<file path="config.mk">
export PLATFORM = sky130hd
export DESIGN_NAME = fetch_queue
export DESIGN_NICKNAME = d
export VERILOG_FILES = /design/src/rtl/fetch_queue.sv
export SDC_FILE = /design/constraint.sdc
export NUM_CORES = 1
export LEC_CHECK = 0
export CAP_MARGIN = 0
export CORE_AREA = 5 5 139 141
export DETAILED_ROUTE_END_ITERATION = 8
export DIE_AREA = 0 0 144 146
export PLACE_DENSITY = 0.82
export SETUP_SLACK_MARGIN = 0.1
export SLEW_MARGIN = 20
export SYNTH_ARGS = -nofsm -noshare
export SYNTH_HDL_FRONTEND = slang
export SYNTH_SLANG_ARGS = --single-unit
</file>
<file path="constraint.sdc">
create_clock -name clk -period 5.54 [get_ports clk]
set_input_delay 0.831 -clock clk [delete_from_list [all_inputs] [get_ports clk]]
set_output_delay 0.831 -clock clk [all_outputs]
set_load 0.005 [all_outputs]
</file>
<file path="src/rtl/fetch_queue.sv">
// rtl/fetch_queue.sv - IF-to-ID decoupling queue of {pc, ir, pred} entries with one-cycle flush
module fetch_queue #(
  parameter int DEPTH = 4,
  parameter int PTR_W = $clog2(DEPTH)
) (
  input  logic             clk,
  input  logic             reset,
  input  logic             flush,
  input  logic             enq_valid,
  input  logic [31:0]      enq_pc,
  input  logic [31:0]      enq_ir,
  input  logic             enq_pred,
  output logic             enq_ready,
  output logic             deq_valid,
  input  logic             deq_ready,
  output logic [31:0]      deq_pc,
  output logic [31:0]      deq_ir,
  output logic             deq_pred,
  output logic [PTR_W:0]   count
);

  localparam logic [PTR_W:0]   CNT_FULL = (PTR_W + 1)'(DEPTH);
  localparam logic [PTR_W:0]   CNT_ONE  = (PTR_W + 1)'(1);
  localparam logic [PTR_W-1:0] PTR_ONE  = PTR_W'(1);

  logic [31:0]      pc_mem   [DEPTH];
  logic [31:0]      ir_mem   [DEPTH];
  logic [DEPTH-1:0] pred_mem;

  logic [PTR_W-1:0] rd_ptr;
  logic [PTR_W-1:0] wr_ptr;
  logic [PTR_W:0]   cnt;
  logic             enq_fire;
  logic             deq_fire;

  // Handshakes depend only on registered occupancy, never on deq_ready.
  assign enq_ready = (cnt != CNT_FULL);
  assign deq_valid = (cnt != '0);
  assign enq_fire  = enq_valid & enq_ready & ~flush;
  assign deq_fire  = deq_valid & deq_ready & ~flush;
  assign count     = cnt;

  always_ff @(posedge clk or posedge reset) begin
    if (reset) begin
      rd_ptr <= '0;
      wr_ptr <= '0;
      cnt    <= '0;
    end else if (flush) begin
      rd_ptr <= '0;
      wr_ptr <= '0;
      cnt    <= '0;
    end else begin
      if (enq_fire) wr_ptr <= wr_ptr + PTR_ONE;
      if (deq_fire) rd_ptr <= rd_ptr + PTR_ONE;
      case ({enq_fire, deq_fire})
        2'b10:   cnt <= cnt + CNT_ONE;
        2'b01:   cnt <= cnt - CNT_ONE;
        default: cnt <= cnt;
      endcase
    end
  end

  // Entry storage carries no reset; validity is tracked by cnt alone.
  always_ff @(posedge clk) begin
    if (enq_fire) begin
      pc_mem[wr_ptr]   <= enq_pc;
      ir_mem[wr_ptr]   <= enq_ir;
      pred_mem[wr_ptr] <= enq_pred;
    end
  end

  assign deq_pc   = deq_valid ? pc_mem[rd_ptr]   : 32'h0;
  assign deq_ir   = deq_valid ? ir_mem[rd_ptr]   : 32'h0;
  assign deq_pred = deq_valid ? pred_mem[rd_ptr] : 1'b0;

endmodule

</file>
Word-level counts from Yosys, hierarchy flattened
Memories as Yosys holds them, arrays and structs flattened.
Index checks and enable logic that the tools add are counted.
{"block": "word_totals", "ramBits": 256, "elab_cells": 42, "mem_count": 2, "register_bits": 11}
{"memory": "ir_mem", "depth": 4, "word_bits": 32, "rd": 1, "rd_clocked_by_memory_dff": 0, "write_ports": 1, "line_no": "27", "text": "logic [31:0] ir_mem [DEPTH];"}
{"memory": "pc_mem", "depth": 4, "word_bits": 32, "rd": 1, "rd_clocked_by_memory_dff": 0, "write_ports": 1, "line_no": "26", "text": "logic [31:0] pc_mem [DEPTH];"}
{"block": "op_classes", "n_lt_le_gt_ge": 3, "muxes": 16, "n_bitwise": 5, "reduce_logical": 5, "add_sub_neg": 4, "eq_ne": 3}
{"operator": "two-way mux 32 bit", "n": 2}
{"operator": "two-way mux 2 bit", "n": 4}
{"operator": "less-than comparator 2 x 3 -> 1 bit (second input constant)", "n": 2}
{"operator": "case mux 3 bit (2 select lines)", "n": 1}
{"operator": "nonzero test 3 bit", "n": 2}
{"operator": "two-way mux 1 bit", "n": 5}
{"operator": "adder 2 x 1 -> 2 bit (second input constant)", "n": 2}
{"operator": "bitwise AND 1 bit", "n": 4}
{"operator": "bitwise mux 4 bit", "n": 1}
{"operator": "nonzero test 2 bit", "n": 2}
{"operator": "adder 3 x 1 -> 3 bit (second input constant)", "n": 1}
{"operator": "two-way mux 3 bit", "n": 1}
{"operator": "inequality test 3 bit (second input constant)", "n": 1}
{"operator": "subtractor 3 x 1 -> 3 bit (second input constant)", "n": 1}
{"operator": "binary-select mux 1 bit (select 2 bit)", "n": 1}
{"operator": "demux 1 bit (select 2 bit)", "n": 1}
{"operator": "equality test 2 x 1 -> 1 bit (second input constant)", "n": 1}
{"operator": "equality test 2 bit (second input constant)", "n": 1}
{"operator": ">= comparator 2 x 1 -> 1 bit (second input constant)", "n": 1}
{"operator": "logical AND 1 bit", "n": 1}
{"operator": "NOT 1 bit", "n": 1}

Depth between registers and ports, before layout
Gate-level depths: netlist (run 1).
{"block": "logic_depth", "word_depth": 6, "mapped_depth": 7}

Least setup slack after synthesis (run 1)
No wires, ideal clock.
{"block": "synth_timing", "kind": "input port to flip-flop", "start": "in flush", "end": "mem ir_mem[0][0] (enable)", "setup_time_ps": 430, "t_arrival_ps": 2857, "t_required_ps": 5110, "path_slack_ps": 2253, "stages": 3, "path_cell_list": "clkbuf_1 -> nor3_1 -> and2_1"}
{"block": "synth_via", "elab_chain_len": 4}
{"item": "start, declared", "line_no": "8", "text": "input logic flush,"}
{"item": "NOT 1 bit", "line_no": "39", "text": "assign enq_fire = enq_valid & enq_ready & ~flush;"}
{"item": "bitwise AND 1 bit", "line_no": "39"}
{"item": "two-way mux 1 bit", "line_no": "65", "text": "if (enq_fire) begin"}
{"item": "two-way mux 1 bit (implied by the code)", "line_no": "67", "text": "ir_mem[wr_ptr] <= enq_ir;"}
{"item": "end, declared", "line_no": "27"}
Every way passes these cells.

Final worst setup path (run 1)
{"block": "layout_timing", "start": "reg rd_ptr[0]", "end": "out deq_pc[29]"}
{"block": "layout_via", "elab_chain_len": 2}
{"item": "start, declared", "line_no": "30", "text": "logic [PTR_W-1:0] rd_ptr;"}
{"item": "start signal, assigned", "line_no": "54", "text": "if (deq_fire) rd_ptr <= rd_ptr + PTR_ONE;"}
{"item": "memory read (4 x 32 bit)"}
{"item": "two-way mux 32 bit", "line_no": "72", "text": "assign deq_pc = deq_valid ? pc_mem[rd_ptr] : 32'h0;"}
{"item": "end, declared", "line_no": "16", "text": "output logic [31:0] deq_pc,"}
Every way passes these cells.

==> out/metrics.cfg, run 1 <==
[cts]
clock_latency_ns=0.51
cts_buffers=27
clock_sinks=267
cts.clk_slew.worst_paths_ns=0.06
cts_tree=built
holdBufCountCts=0
cts-root-buf=clkbuf_16
clockBufferDepth=3
h-tree-depth=1
cts_setup_buffers=0
post_cts_resized=0

[timing]
fin_skew_ns=0.00642
finalCriticalPeriod_ns=3.97
setup_viol=0
finalHoldViolations=0
timing.fmax_ghz=0.252
rsz0062_at_grt=false
tightest_slew_ns=1.00
period_share=0.716
finalSetupTns_ns=0
slew_headroom=0.333
maxSlewViolCount=0

[drt]
drc=0
avgRoutedWirePerCell_um=22.8
vias=5066
drt-pass1-iter-count=4
ant_nets=0
drt_wl_total_um=19800
detail_route.vias_per_cell=5.84
first_iter_violations=361

[placed_design]
placed_cell_area_um2=11900
place.gp.congestion=0.767
dpl.hpwl_um=11400
io_buffers=139

[synthesis]
avgSynthCellArea_um2=21.7
synth_nets=554
yosys-top-cells-area=edfxtp_1 75%, mux4_2 14%, and2_1 4.2%
ys.flop_type=edfxtp_1
synth_cells=479
seq_area_frac_synth=0.768
synthMostInstantiatedCell=edfxtp_1
synthArstFlopShare=0.0262
synth_top_area_share=0.751
yosysWarnings=0
synth_edf_count=260
ys_seq_elements=267
synth_cell_type_count=36
synth_top_area_cell=edfxtp_1
synth_common_cells=260 x edfxtp_1, 69 x and2_1, 65 x mux4_2
syn_area_um2=10400

[power]
finalPower_w=0.00515
leakage_nw=4.05
p_int_w=0.00395
power_density_nw_per_um2=404
seqPwrFrac=0.467
peakVddDrop_mv=0.345
p_comb_frac=0.209
switching_share=0.233
p_clk_frac=0.324
p_sw_w=0.00120

[worst_setup_path]
critPathTopFamily=flip-flops
critPathSlowestCell=dfrtp_4
cp_num_buf_inv=2
worstPathMaxFanout=40
crit_required_ns=4.71
cpPeakStageDelay_ns=0.97
critPathKind=reg -> out
cp-end-kind=primary output
path_cells=buf_4 > mux4_2 > and2_1 > clkdlybuf4s50_1
critical_path.startpoint_type=register
arrival_ns=3.13

[final_layout]
fin_nets=697
num_antenna_cells=0
design_area_um2=12700
n_fill_cell=1044
area_growth_pct=22.7
drive_gt1_frac=0.176

[die]
die_h_um=146
start_util=0.583
die_area_um2=21000
die_width_um=144
ios=140
core_area_um2=17800
core.rowCount=49

[flow_run]
cap_violations=0

[grt]
use_met3=0.0348
grt_pass1_wl_um=30900
grt_max_degree=68
top_usage_layer=met2
grt_pass1_vias=5475
grt_use_total=0.191
grt-ovfl-total=0
antenna_found_initial=1
use_met1=0.273
grtUsageMet2=0.313

[status]
status=complete, no violations

[hold_path]
holdCritPathClass=in -> async

[routing by layer]
layer	wire, µm	vias to the layer above	part of all wire
li1	-	2223	-
met1	8030	2617	0.41
met2	10000	190	0.51
met3	1390	34	0.070
met4	334	2	0.017
met5	13	-	0.00066
[cell type report]
class | count | area, µm² | area share
sequential | 267 | 7990 | 0.627
inverter | 8 | 30.0 | 0.00236
clock inverter | 14 | 116 | 0.00913
tap | 229 | 287 | 0.0225
clock buffer | 31 | 691 | 0.0542
multi-input combinational | 177 | 2230 | 0.175
timing repair buffer | 141 | 1410 | 0.110
[per-stage QoR]
| stage | setup WS [ns] | util | hold WS (ns) | cells |
|---|---|---|---|---|
| final | 1.57 | 0.715 | 0.548 | 867 |
| after global routing | 1.37 | 0.715 | 0.572 | 867 |
| after CTS | 1.47 | 0.715 | 0.537 | 867 |
| after detailed placement | 2.03 | 0.669 | 0.610 | 822 |
| after global placement | 2.08 | 0.669 | 0.566 | 822 |
| after floorplan | 2.25 | - | 0.557 | 479 |
[cell usage in the layout (no fill, tap or decap), drive strengths merged, types with 2 or more instances in the layout]
cell type / count
buf: 2
mux4: 65
inv: 8
o2111ai: 2
clkinv: 11
a21oi: 4
bufinv: 2
nor3b: 2
xor2: 2
clkdlybuf4s50: 139
nor2: 5
edfxtp: 260
clkbuf: 31
and2: 69
o21ai: 3
nand3: 3
dfrtp: 7
ha: 4
[flip-flops by register name (all words and copies together) (netlist names)]
| signal | count |
|---|---|
| ir_mem | 128 |
| pred_mem | 4 |
| wr_ptr | 2 |
| rd_ptr | 2 |
| count | 3 |
| pc_mem | 128 |
[worst reg2reg max path: stages, from the launching register on]
cell and delay [ns]:
dfrtp_1 0.58, nor3b_1 0.18, nor3_1 0.38, and2_4 0.89
[kinds of logic after synthesis]
family,synth area share
adders and majority gates,0.00674
AOI/OAI and AO/OA,0.0113
buffers and inverters,0.0183
muxes,0.142
DFF,0.768
xor gates and xnor gates,0.00169
and+or+nand+nor,0.0519
[final timing paths]
path / start / end / slack (ns) / cells past startpoint
worst min-delay path: reset / count[1]$_DFFE_PP0P_ / 0.55 / 2
worst max-delay path: rd_ptr[0]$_DFFE_PP0P_ / deq_pc[29] / 1.57 / 4
min in group clk: wr_ptr[1]$_DFFE_PP0P_ / wr_ptr[1]$_DFFE_PP0P_ / 0.62 / 2
worst min register to register: wr_ptr[1]$_DFFE_PP0P_ / wr_ptr[1]$_DFFE_PP0P_ / 0.62 / 2
worst max register to register: count[1]$_DFFE_PP0P_ / pc_mem[3][3]$_DFFE_PP_ / 3.09 / 3
max in group asynchronous: reset / rd_ptr[1]$_DFFE_PP0P_ / 4.75 / 2
[power by group through the flow]
stage          sequential, W  combinational [W]  clock (W)
2_1_floorplan        0.00236           0.000632          0
5_1_grt              0.00242            0.00117    0.00179
4_1_cts              0.00241            0.00110    0.00170
3_5_place_dp         0.00245            0.00110          0
3_3_place_gp         0.00244            0.00107          0
6_report             0.00240            0.00108    0.00167
(Power assumes the default switching activity.)
==> run 2, diff against run 1 <==
--- a/config.mk
+++ b/config.mk
@@ -6,10 +6,10 @@
 export NUM_CORES = 1
 export LEC_CHECK = 0
 export CAP_MARGIN = 0
-export CORE_AREA = 5 5 139 141
+export CORE_AREA = 5 5 152 154
 export DETAILED_ROUTE_END_ITERATION = 8
-export DIE_AREA = 0 0 144 146
-export PLACE_DENSITY = 0.82
+export DIE_AREA = 0 0 157 159
+export PLACE_DENSITY = 0.73
 export SETUP_SLACK_MARGIN = 0.1
 export SLEW_MARGIN = 20
 export SYNTH_ARGS = -nofsm -noshare
==> constraint.sdc (replaced) <==
create_clock -name clk -period 3.45 [get_ports clk]
set_input_delay 0.5175 -clock clk [delete_from_list [all_inputs] [get_ports clk]]
set_output_delay 0.5175 -clock clk [all_outputs]
set_load 0.005 [all_outputs]
==> out/metrics.cfg, run 2 (same netlist as run 1, synthesis figures left out) <==
[timing]
tightest_slew_ns=0.666
slew_headroom=0.556
finalSetupTns_ns=0
timing.fmax_ghz=0.317
setup_viol=0
fin_skew_ns=0.0122
finalHoldViolations=0
finalCriticalPeriod_ns=3.15
rsz0062_at_grt=false
period_share=0.914
worst_slack_ns=0.297
maxSlewViolCount=0

[placed_design]
dpl.hpwl_um=12400
preCtsSetupSlack_ns=0.539
placed_cell_area_um2=12200
io_buffers=139
place.gp.congestion=0.738

[worst_setup_path]
cp_num_buf_inv=2
cp-end-kind=primary output
cpPeakStageDelay_ns=0.58
critical_path.startpoint_type=register
critPathTopFamily=buffers and inverters
crit_required_ns=2.93
arrival_ns=2.64
worstPathMaxFanout=36
critPathSlowestCell=dfrtp_4
critPathKind=reg -> out
path_cells=buf_12 > mux4_2 > and2_1 > clkdlybuf4s50_1

[final_layout]
ff_latch_area_um2=7990
multiInputGateArea_um2=2230
layout_common_cells=260 x edfxtp_1, 139 x clkdlybuf4s50_1, 65 x mux4_2, 65 x and2_1, 27 x clkbuf_16
area_growth_pct=25.3
final_util=0.604
drive_gt1_frac=0.189
fin_nets=707
design_area_um2=13000
layout_commonest_cell=edfxtp_1
reg.largest.list=ir_mem x128, pc_mem x128, pred_mem x4
n_fill_cell=1507

[drt]
drc=0
detail_route.vias_per_cell=5.33
first_iter_violations=346
avgRoutedWirePerCell_um=21.1
drt_wl_total_um=19700
ant_nets=0
drt-pass1-iter-count=5
vias=4969

[cts]
clock_sinks=267
cts_setup_buffers=0
clockBufferDepth=3
cts_buffers=26
cts_tree=built
cts.clk_slew.worst_paths_ns=0.06
post_cts_resized=0
clock_latency_ns=0.51
holdBufCountCts=0
h-tree-depth=1
cts-root-buf=clkbuf_16

[die]
core.rowCount=54
die_area_um2=25000
die_width_um=157
core_area_um2=21600
ios=140
start_util=0.482
die_h_um=159

[grt]
grt-ovfl-total=0
grt_use_total=0.155
antenna_found_initial=1
grt_max_degree=68
grt_pass1_wl_um=30200
grt_pass1_vias=5351

[power]
power_density_nw_per_um2=644
peakVddDrop_mv=0.390
leakage_nw=4.14

[hold_path]
holdCritPathClass=in -> async

[status]
status=complete, no violations

[flow_run]
cap_violations=0

[run 2: cell types whose count changed in the layout (fill, tap and decap cells not counted)]
cell	delta
diode_2	+1
clkinv_4	+2
buf_12	+6
clkbuf_1	+2
clkinv_1	+1
bufinv_16	+1
clkinv_2	-3
buf_4	+5
[run 2: area by class of cell]
type / count / area share
antenna: 1 / 0.000192
clock buffer: 33 / 0.0536
clock inverter: 15 / 0.0117
inverter: 8 / 0.00231
multi-input combinational: 177 / 0.171
sequential: 267 / 0.614
tap: 280 / 0.0269
timing repair buffer: 152 / 0.120
[run 2: worst register-to-register path, delay by kind of cell (launching register included)]
| kind | cells | cell delay [ns] |
|---|---|---|
| fa+ha+maj | 1 | 0.45 |
| flops | 1 | 0.50 |
| simple gates | 2 | 0.33 |
| compound gates | 3 | 1.01 |
[run 2: path summary, 6_finish.rpt]
kind                                             from                     to  slack (ns)  cells after the start
worst max-delay path            rd_ptr[0]$_DFFE_PP0P_               deq_pred        0.30                      4
worst min-delay path                            reset  wr_ptr[1]$_DFFE_PP0P_        0.25                      2
worst max register to register   count[0]$_DFFE_PP0P_   count[2]$_DFFE_PP0P_        1.07                      6
worst min register to register  wr_ptr[1]$_DFFE_PP0P_  wr_ptr[1]$_DFFE_PP0P_        0.62                      2
max in group asynchronous                       reset  rd_ptr[1]$_DFFE_PP0P_        2.94                      2
min in group clk                wr_ptr[1]$_DFFE_PP0P_  wr_ptr[1]$_DFFE_PP0P_        0.62                      2
[run 2: power by group]
part	total [W]	leakage [nW]	internal (W)	switching, W
sequential	0.00378	2.45	0.00369	0.0000903
combinational	0.00184	1.28	0.00111	0.000731
clock	0.00277	0.412	0.00166	0.00111
[run 2: metal layers]
layer,track usage,routed length (µm)
met1,0.215,8170
met2,0.257,9710
met3,0.0353,1540
met4,0.0268,215
met5,0,20
[run 2: per-stage QoR]
| stage | power (W) | hold WS (ns) | instances |
|---|---|---|---|
| floorplan | 0.00480 | 0.321 | 479 |
| global placement | 0.00569 | 0.589 | 884 |
| detailed placement | 0.00573 | 0.599 | 884 |
| CTS | 0.00850 | 0.231 | 932 |
| global route | 0.00875 | 0.271 | 932 |
| finish | 0.00839 | 0.250 | 933 |
